## config.mk

```make
export PLATFORM = sky130hd
export DESIGN_NAME = par_chk_seq
export DESIGN_NICKNAME = d
export VERILOG_FILES = /design/src/rtl/par_chk_seq.sv
export SDC_FILE = /design/constraint.sdc
export NUM_CORES = 1
export LEC_CHECK = 0
export CORE_MARGIN = 3
export CORE_UTILIZATION = 46
export CTS_CLUSTER_DIAMETER = 30
export CTS_CLUSTER_SIZE = 12
export DETAILED_ROUTE_END_ITERATION = 6
export GPL_ROUTABILITY_DRIVEN = 0
export PLACE_DENSITY = 0.78
export REMOVE_ABC_BUFFERS = 1
export SYNTH_ARGS = -nofsm -noshare
export SYNTH_HDL_FRONTEND = slang
export SYNTH_SLANG_ARGS = --single-unit
```

## constraint.sdc

```tcl
create_clock -name CLK -period 2.15 [get_ports CLK]
set_input_delay 0.43 -clock CLK [delete_from_list [all_inputs] [get_ports CLK]]
set_output_delay 0.43 -clock CLK [all_outputs]
set_load 0.03 [all_outputs]
```

## src/rtl/par_chk_seq.sv

```systemverilog
// rtl/par_chk_seq.sv - serial UART RX parity checker; PAR_ERR_CNT_EN builds the saturating error counter
module par_chk_seq #(
    parameter int DATA_WIDTH = 8,
    parameter int CNT_WIDTH  = 8
) (
    input  logic                              CLK,
    input  logic                              RST,
    input  logic                              frame_start,
    input  logic [$clog2(DATA_WIDTH+1)-1:0]   data_len,
    input  logic [1:0]                        PAR_TYP,
    input  logic                              bit_valid,
    input  logic                              sampled_bit,
    input  logic                              par_chk_en,
    input  logic                              cnt_clr,
    output logic                              par_err,
    output logic                              par_done,
    output logic                              calc_par,
    output logic [CNT_WIDTH-1:0]              err_cnt
);

    localparam int LW = $clog2(DATA_WIDTH + 1);
    localparam logic [LW-1:0] DW_L = LW'(DATA_WIDTH);

    typedef enum logic [1:0] {IDLE, DATA, PAR} state_t;

    state_t          state, state_nxt;
    logic            acc;
    logic [LW-1:0]   bit_cnt;
    logic [LW-1:0]   len_q;
    logic [1:0]      mode_q;
    logic [LW-1:0]   cnt_inc;
    logic [LW-1:0]   len_sel;
    logic            acc_upd;
    logic            check;
    logic            exp_bit;
    logic            mism;

    assign cnt_inc = bit_cnt + 1'b1;
    // Out-of-range lengths fall back to the widest frame the block supports
    assign len_sel = ((data_len == '0) || (data_len > DW_L)) ? DW_L : data_len;

    // State register
    always_ff @(posedge CLK or negedge RST) begin
        if (!RST) state <= IDLE;
        else      state <= state_nxt;
    end

    // Next-state logic; frame_start restarts the frame from any state
    always_comb begin
        state_nxt = state;
        if (frame_start) begin
            state_nxt = DATA;
        end else begin
            case (state)
                DATA:    if (bit_valid && (cnt_inc == len_q)) state_nxt = PAR;
                PAR:     if (par_chk_en) state_nxt = IDLE;
                default: state_nxt = state;
            endcase
        end
    end

    // Per-state strobes and the expected parity bit for the latched mode
    always_comb begin
        acc_upd = (state == DATA) && bit_valid && !frame_start;
        check   = (state == PAR) && par_chk_en && !frame_start;
        case (mode_q)
            2'b00:   exp_bit = acc;
            2'b01:   exp_bit = ~acc;
            2'b10:   exp_bit = 1'b1;
            default: exp_bit = 1'b0;
        endcase
        mism = check && (sampled_bit != exp_bit);
    end

    // Accumulator, frame setup and registered check results
    always_ff @(posedge CLK or negedge RST) begin
        if (!RST) begin
            acc      <= 1'b0;
            bit_cnt  <= '0;
            len_q    <= DW_L;
            mode_q   <= 2'b00;
            par_err  <= 1'b0;
            par_done <= 1'b0;
            calc_par <= 1'b0;
        end else begin
            par_done <= check;
            calc_par <= exp_bit;
            if (frame_start) begin
                acc     <= 1'b0;
                bit_cnt <= '0;
                len_q   <= len_sel;
                mode_q  <= PAR_TYP;
                par_err <= 1'b0;
            end else begin
                if (acc_upd) begin
                    acc     <= acc ^ sampled_bit;
                    bit_cnt <= cnt_inc;
                end
                if (check) par_err <= mism;
            end
        end
    end

`ifdef PAR_ERR_CNT_EN
    // Saturating error counter; a clear in the same cycle as an error wins
    always_ff @(posedge CLK or negedge RST) begin
        if (!RST)                      err_cnt <= '0;
        else if (cnt_clr)              err_cnt <= '0;
        else if (mism && (err_cnt != '1)) err_cnt <= err_cnt + 1'b1;
    end
`else
    logic unused_cnt_clr;
    assign unused_cnt_clr = cnt_clr;
    assign err_cnt        = '0;
`endif

endmodule

```

==> results.yml, run 1 <==
status:
  outcome: "finished clean"
clock_tree:
  clock-root-buffer: "clkbuf_4"
  cts.sinks: 16
  path_clk_slew_ps: 90
  cts_max_path_buffers: 2
  hold_buffers: 0
  htree_levels: 1
  cts_tree: "yes"
  numCtsBuffers: 3
  cts_setup_buffers: 0
  cts-resized-gates: 0
  worstSkewPairLatency_ps: 280
run:
  timing.max_cap.violations: 0
finish:
  final_cells: 118
  seq_area_um2: 402
  finish.net_count: 109
  layout-drive-gt1-share_pct: 11.7
  antenna_cells_inserted: 0
  fillCellCount: 152
  area_taken_by_multi_input_logic_gates_um2: 384
  utilization_pct: 63.4
  area_growth_syn_to_layout_pct: 21.4
floorplanning:
  floorplan.die.width_um: 48.8
  boundaryPins: 24
  rows: 14
  die_area_um2: 2380
  core-area_um2: 1610
  start_util_pct: 52.3
  die_height_um: 48.8
setup_path:
  crit-reg2reg-capture: "state[0]"
  worst_r2r_path_depth: 4
  crit_chain: "ha_1 > xor2_1 > or4_4 > o32a_1"
  cp_data_arrival_time_ps: 1970
  timing.rr.start: "bit_cnt[0]"
  timing.critical_path.slowest_stage_cell: "dfrtp_1"
  buffering_stage_count_on_the_worst_path_with_inverters_included: 0
  ff_to_ff_setup_slack_ps: 350
  critical_path_end_type: "flop"
  timing_startpoint_of_the_critical_path: "bit_cnt[0]"
  worstPathRequired_ps: 2320
  slowest_delay_ps: 430
  critical_path.top_delay_family: "flip-flops"
  setup_crit_start_kind: "flop"
  critical_path.max_fanout: 4
  critPathKind: "flop to flop"
global_route:
  grt_remaining_overflow: 0
  grt_pass1_wl_um: 2350
  pin_count_of_the_biggest_net_entering_global_routing: 20
  aggregate_global_route_resource_usage_pct: 13.0
  grt_pass1_vias: 557
  grt_antenna_before_repair: 0
logic_synthesis:
  yosysWarningCount: 0
  synthesized_instance_count: 77
  yosys.cell_types.count: 27
  synth-edff-count: 0
  ys_seq_area_share_pct: 47.7
  avgSynthCellArea_um2: 10.9
  fraction_of_registers_with_async_set_or_reset_after_synthesis_pct: 100
  most_used_flip_flop_cell_after_synthesis: "dfrtp_1"
  postSynthRegisterBits: 16
  mappedNetlistArea_um2: 842
drt:
  wl_per_cell_um: 11.5
  routed_via_density: 4.75
  drt_wl_total_um: 1360
  drt.antenna.violating_nets: 0
  via_count_of_the_routed_design: 561
  first_iter_violations: 4
  detail_route.drc_violations: 0
  drt-pass1-iter-count: 3
placed_design:
  port_buffers: 14
  placed_cells_incl_taps: 114
  detail_placement_hpwl_um: 1040
worst_hold_path:
  holdCritPathClass: "flop to flop"
  min-delay-start: "mode_q[0]"
  worstHoldEndpoint: "calc_par"
  worstHoldPathCells: 1
pwr:
  vdd_drop_max_uv: 406
  power_density_nw_per_um2: 677
  leakage_nw: 0.448
sta:
  maxClockFrequency_mhz: 556
  setup_violations: 0
  fin_crit_sh_pct: 83.6
  timing_hold_violations_final: 0
  worst-slew-pin-transition_ps: 696
  fin_skew_ps: 3.54
  timing.final.max_slew_violations: 0
  rsz0062_at_grt: "no"
  relSlewSlack_pct: 53.4
  fin_setup_tns_ps: 0
  final.min_clock_period_ps: 1800
[cell type report]
type                       instances  share of cell area (%)
clock buffer                       4                    3.55
multi-input combinational         54                    37.6
timing repair buffer              16                    15.2
tap                               24                    2.94
sequential                        16                    39.3
inverter                           4                    1.47
[stage by stage]
| stage | area (um^2) | power [W] | setup slack, ps | hold WS, ps |
|---|---|---|---|---|
| after floorplan | 801 | 0.000445 | 397 | 134 |
| after CTS | 1020 | 0.000709 | 340 | 515 |
| final | 1020 | 0.000692 | 352 | 507 |
| after detailed placement | 986 | 0.000505 | 84.9 | 489 |
| after global placement | 986 | 0.000502 | 92.4 | 480 |
| after global routing | 1020 | 0.000738 | 293 | 536 |
[worst register-to-register path, stage by stage (launching register included)]
cell,delay [ps]
dfrtp_1,430
ha_1,330
xor2_1,160
or4_4,410
o32a_1,350
[cells in the final DEF (no fill, tap or decap), types with 2 or more instances in the layout]
master / count
a21oi_1: 3
buf_4: 2
clkbuf_4: 3
clkdlybuf4s50_1: 14
conb_1: 8
dfrtp_1: 15
inv_1: 4
mux2_2: 2
nand3b_1: 5
nand4b_1: 2
nor2_1: 8
o21ai_0: 4
xnor2_1: 5
xor2_1: 5
[cell usage after synthesis, types with 2 or more instances]
cell | number | area (um^2)
nand4b_1 | 2 | 17.5
dfrtp_1 | 15 | 375
inv_1 | 4 | 15.0
xnor2_1 | 5 | 43.8
buf_4 | 8 | 60.1
a21oi_1 | 3 | 15.0
xor2_1 | 5 | 43.8
mux2_2 | 2 | 22.5
nor2_1 | 8 | 30.0
o21ai_0 | 4 | 20.0
nand3b_1 | 5 | 37.5
[per-layer routing]
| layer | track usage (%) | vias up | share of wire [%] |
|---|---|---|---|
| met5 | 0 | - | 0 |
| li1 | - | 277 | - |
| met3 | 3.06 | 2 | 6.3 |
| met2 | 22.4 | 16 | 50 |
| met4 | 7.11 | 0 | 1.0 |
| met1 | 14.7 | 266 | 43 |
[where the power goes]
group          internal, W  leakage (nW)  switching, W
Clock             0.000103        0.0210     0.0000902
Combinational    0.0000753         0.224     0.0000776
Sequential        0.000326         0.203     0.0000193
[worst max path at each step]
| stage | to | slack [ps] | cells after the start |
|---|---|---|---|
| CTS | state[0] | 340 | 4 |
| global route | state[0] | 290 | 4 |
| global placement | state[0] | 90 | 4 |
| floorplan | state[0] | 400 | 4 |
| detailed placement | state[0] | 80 | 4 |
| finish | state[0] | 350 | 4 |
[state kept, by name, summed over array words and instances (netlist names)]
name	flops
acc	1
bit_cnt	4
calc_par	1
len_q	4
mode_q	2
par_done	1
par_err	1
state	2
[cell families (layout without fill, tap and decap cells)]
group	Yosys count	count (layout)	synth area share (%)
other	1	8	0.445
buffers and inverters	14	24	9.81
XOR/XNOR	11	11	13.1
AND/OR/NAND/NOR	21	21	16.5
flip-flops	16	16	47.7
multiplexers	3	3	3.86
AO/OA/AOI/OAI	10	10	7.13
adder cells (fa/ha/maj)	1	1	1.49
Power figures use the tool's default switching activity.
==> inputs of run 2 (changes only) <==
CORE_UTILIZATION = 41   (was 46)
PLACE_DENSITY = 0.73   (was 0.78)
clock period = 1.5 ns   (was 2.15 ns; I/O delays follow)
==> run 2 against run 1 <==
Net effect: the run now ends with negative setup slack left; clock skew is 1.4 ps lower; design area increased by 4.9%; count of clock-buffer cells in the layout unchanged; maximum frequency increased by 8.2%; power up 48%; sequential share of layout area fell by 1.8 points; final cell count rose by 6.8%; clock power is 48% higher; worst hold slack worse by 240 ps; die area is 11% higher; critical path type unchanged; highest routed layer unchanged.
==> results.yml, run 2 (same netlist as run 1, synthesis figures left out) <==
pwr:
  power_density_nw_per_um2: 953
  leakage_nw: 0.494
  design_power_total_w: 0.00102
  vdd_drop_max_uv: 528
global_route:
  grt_pass1_vias: 597
  pin_count_of_the_biggest_net_entering_global_routing: 20
  grt_antenna_before_repair: 0
  grt_remaining_overflow: 0
  grt_pass1_wl_um: 2470
  aggregate_global_route_resource_usage_pct: 13.3
finish:
  utilization_pct: 58.3
  mostFrequentLayoutCells: "15 x dfrtp_1, 11 x clkdlybuf4s50_1, 9 x buf_4"
  area_growth_syn_to_layout_pct: 27.3
  layout_top_registers: "bit_cnt x4, len_q x4"
  fillCellCount: 172
  finish.net_count: 116
  mostFrequentLayoutCell: "dfrtp_1"
  final_cells: 126
  antenna_cells_inserted: 0
  layout-drive-gt1-share_pct: 17.8
drt:
  routed_via_density: 4.65
  wl_per_cell_um: 10.8
  drt_wl_total_um: 1360
  via_count_of_the_routed_design: 586
  detail_route.drc_violations: 0
  drt.antenna.violating_nets: 0
  first_iter_violations: 1
  drt-pass1-iter-count: 2
clock_tree:
  cts.sinks: 16
  path_clk_slew_ps: 90
  cts_tree: "yes"
  clock-root-buffer: "clkbuf_4"
  hold_buffers: 0
  worstSkewPairLatency_ps: 290
  htree_levels: 1
  cts_max_path_buffers: 2
  numCtsBuffers: 3
sta:
  rsz0062_at_grt: "yes"
  layout_setup_ws_ps: -162
  setup_violations: 2
  fin_setup_tns_ps: -251
  final.min_clock_period_ps: 1660
  timing.final.max_slew_violations: 0
  fin_skew_ps: 2.16
  timing_hold_violations_final: 0
  maxClockFrequency_mhz: 602
  fin_crit_sh_pct: 111
placed_design:
  detail_placement_hpwl_um: 1050
  placed_cells_incl_taps: 121
  port_buffers: 14
floorplanning:
  boundaryPins: 24
  core-area_um2: 1840
  die_height_um: 51.3
  die_area_um2: 2630
  start_util_pct: 45.8
  floorplan.die.width_um: 51.3
  rows: 15
setup_path:
  cp_data_arrival_time_ps: 1840
  critical_path_end_type: "flop"
  critPathKind: "flop to flop"
  setup_crit_start_kind: "flop"
  timing.critical_path.slowest_stage_cell: "or4_4"
  worstPathRequired_ps: 1680
  critical_path.max_fanout: 2
  crit_chain: "ha_1 > xor2_1 > or4_4 > o32a_1"
  slowest_delay_ps: 420
status:
  outcome: "finished, violations left"
  violations: "negative setup slack"
run:
  timing.max_cap.violations: 0
worst_hold_path:
  holdCritPathClass: "input port to async pin"
==> run 2: changes by cell type in the layout (fill, tap and decap cells not counted), sizes merged <==
| cell | delta |
|---|---|
| clkdlybuf4s50 | -3 |
| buf | +7 |
| dlygate4sd2 | +3 |
==> run 2: per-stage QoR <==
step                setup WS [ps]  instance area (um^2)  hold slack (ps)
finish                       -162                  1070              267
global route                 -199                  1070              263
CTS                          -163                  1070              265
detailed placement           -415                  1030              498
global placement             -390                  1030              482
floorplan                    -253                   801             4.41
==> run 2: cell type report <==
class                           count  area, um^2  area share (%)
Sequential cell                    16         402            37.5
Tap cell                           25        31.3            2.92
Clock buffer                        4        36.3            3.38
Inverter                            4        15.0            1.40
Multi-Input combinational cell     54         384            35.8
Timing Repair Buffer               23         204            19.0
==> run 2: path summary, 6_finish.rpt <==
path	depth (start not counted)	slack (ps)	start	endpoint
max in group asynchronous	2	790	RST	len_q[0]
setup / recovery	4	-160	bit_cnt[1]	state[0]
min in group CLK	1	510	mode_q[0]	calc_par
hold reg to reg	1	510	mode_q[0]	calc_par
hold / removal	1	270	RST	state[0]
setup reg to reg	4	-160	bit_cnt[1]	state[0]
==> run 2: per-layer routing <==
metal  up-vias  track usage [%]  wire [um]
li1        294                -          -
met1       267             15.4        651
met2        21             18.7        559
met3         4             5.25        101
met4         0             11.8         46
met5         -                0          0
==> run 2: repair_timing <==
item | 4_1_cts | 5_1_grt
hold endpoints to repair | 0 | 0
pin swaps | 3 | 0
endpoints found under the setup margin | 5 | 2
resized for setup | 3 | 0
buffers inserted | 1 | 0
==> run 2: where the power goes <==
group | leakage, nW | switching, W | internal (W) | total (W)
Combinational | 0.270 | 0.000122 | 0.000127 | 0.000249
Clock | 0.0210 | 0.000138 | 0.000148 | 0.000286
Sequential | 0.203 | 0.0000198 | 0.000467 | 0.000487
==> run 2: worst max-delay path, delay by kind of cell (launching register included) <==
kind,cells,cell delay [ps]
XOR/XNOR,1,140
flip-flops,1,390
AO/OA/AOI/OAI,1,290
adder cells (fa/ha/maj),1,320
AND/OR/NAND/NOR,1,420
==> inputs of run 3 (changes only) <==
CORE_ASPECT_RATIO = 1.25   (was default)
==> run 3 against run 2 <==
Net effect: the run still ends with negative setup slack left; wire length up 14%; non-clock buffer count unchanged; sequential power up 0.8%; critical path type unchanged; count of clock-buffer cells in the layout unchanged; register-to-register slack about the same; power up 1.4%; first-iteration DRC count rose to 8.0 times the previous value; worst setup slack better by 1.3 ps; combinational power up 3%; final cell count down 4.8%; largest cell class unchanged.
==> results.yml, run 3 (same netlist as run 1, synthesis figures left out) <==
clock_tree:
  numCtsBuffers: 3
  cts_max_path_buffers: 2
  cts.sinks: 16
  worstSkewPairLatency_ps: 290
  cts_tree: "yes"
  path_clk_slew_ps: 90
  htree_levels: 1
  clock-root-buffer: "clkbuf_4"
  hold_buffers: 0
setup_path:
  ff_to_ff_setup_slack_ps: -160
  critPathKind: "flop to flop"
  timing.rr.start: "bit_cnt[1]"
  critical_path_end_type: "flop"
  critical_path.max_fanout: 2
  setup_crit_start_kind: "flop"
  cp_data_arrival_time_ps: 1840
  worst_r2r_path_depth: 4
  crit-reg2reg-capture: "state[0]"
  worstPathRequired_ps: 1680
floorplanning:
  die_height_um: 56.7
  die_area_um2: 2640
  boundaryPins: 24
  floorplan.die.width_um: 46.5
  rows: 17
  start_util_pct: 45.5
  core-area_um2: 1850
global_route:
  grt_remaining_overflow: 0
  pin_count_of_the_biggest_net_entering_global_routing: 20
  aggregate_global_route_resource_usage_pct: 13.3
  grt_pass1_wl_um: 2440
  grt_antenna_before_repair: 0
  grt_pass1_vias: 613
drt:
  wl_per_cell_um: 13.0
  detail_route.drc_violations: 0
  drt_wl_total_um: 1560
  routed_via_density: 4.99
  drt-pass1-iter-count: 3
  first_iter_violations: 8
  drt.antenna.violating_nets: 0
  via_count_of_the_routed_design: 599
sta:
  timing_hold_violations_final: 0
  timing.final.max_slew_violations: 0
  setup_violations: 2
  finalHoldWorstSlack_ps: 246
  fin_skew_ps: 0.840
  layout_setup_ws_ps: -161
  fin_crit_sh_pct: 111
  maxClockFrequency_mhz: 602
  final.min_clock_period_ps: 1660
  rsz0062_at_grt: "yes"
placed_design:
  port_buffers: 14
  detail_placement_hpwl_um: 1180
  placed_cells_incl_taps: 115
  dpl_worst_slack_ps: -426
  placedInstanceArea_um2: 1020
finish:
  area_growth_syn_to_layout_pct: 27.9
  finish.net_count: 116
  mostFrequentLayoutCells: "15 x dfrtp_1, 11 x clkdlybuf4s50_1, 9 x buf_4"
  final_cells: 120
  mostFrequentLayoutCell: "dfrtp_1"
  antenna_cells_inserted: 0
  layout-drive-gt1-share_pct: 18.8
  layout_top_registers: "bit_cnt x4, len_q x4"
  postLayoutCellArea_um2: 1080
worst_hold_path:
  holdCritPathClass: "input port to async pin"
pwr:
  leakage_nw: 0.493
  vdd_drop_max_uv: 730
  power_density_nw_per_um2: 962
status:
  outcome: "finished, violations left"
  violations: "negative setup slack"
run:
  timing.max_cap.violations: 0
## run 3: per-stage QoR
stage / total power, W / util (%) / TNS, ps
after floorplan: 0.000638 / - / -357
after global placement: 0.000741 / 55.4 / -784
after detailed placement: 0.000749 / 55.4 / -899
after CTS: 0.00105 / 58.2 / -259
after global routing: 0.00110 / 58.2 / -346
final: 0.00104 / 58.2 / -249
## run 3: cell type report
type,instances,area (um^2)
fillers,173,773
flip-flops and latches,16,402
multi-input cells,54,397
repair buffers,23,204
clock buffers,4,36.3
well taps,19,23.8
inverters,4,15.0
## run 3: layer usage
layer	track usage [%]	wire length, um	up-vias
met2	22.2	780	21
met4	6.10	27	0
met3	3.85	124	5
li1	-	-	293
met5	0	0	-
met1	14.9	624	280
## run 3: power breakdown
part,switching (W),internal (W),total [W]
Combinational,0.000127,0.000129,0.000256
Sequential,0.0000238,0.000468,0.000491
Clock,0.000141,0.000148,0.000289
## run 3: worst max-delay path by stage
stage,from,endpoint
3_5_place_dp,bit_valid,state[0]
5_1_grt,bit_cnt[1],state[0]
3_3_place_gp,bit_valid,state[0]
2_1_floorplan,bit_cnt[0],state[0]
6_report,bit_cnt[1],state[0]
4_1_cts,bit_cnt[1],state[0]
## run 3: worst max-delay path, cell delays in order (launching register included)
cell	delay [ps]
dfrtp_1	420
ha_4	250
xor2_1	160
or4_4	420
o32a_1	300
## run 3: repair_timing
item | in CTS | in global routing
setup buffers | 1 | 0
setup endpoints to repair | 5 | 2
pin swaps | 2 | 0
gates resized for setup | 4 | 0
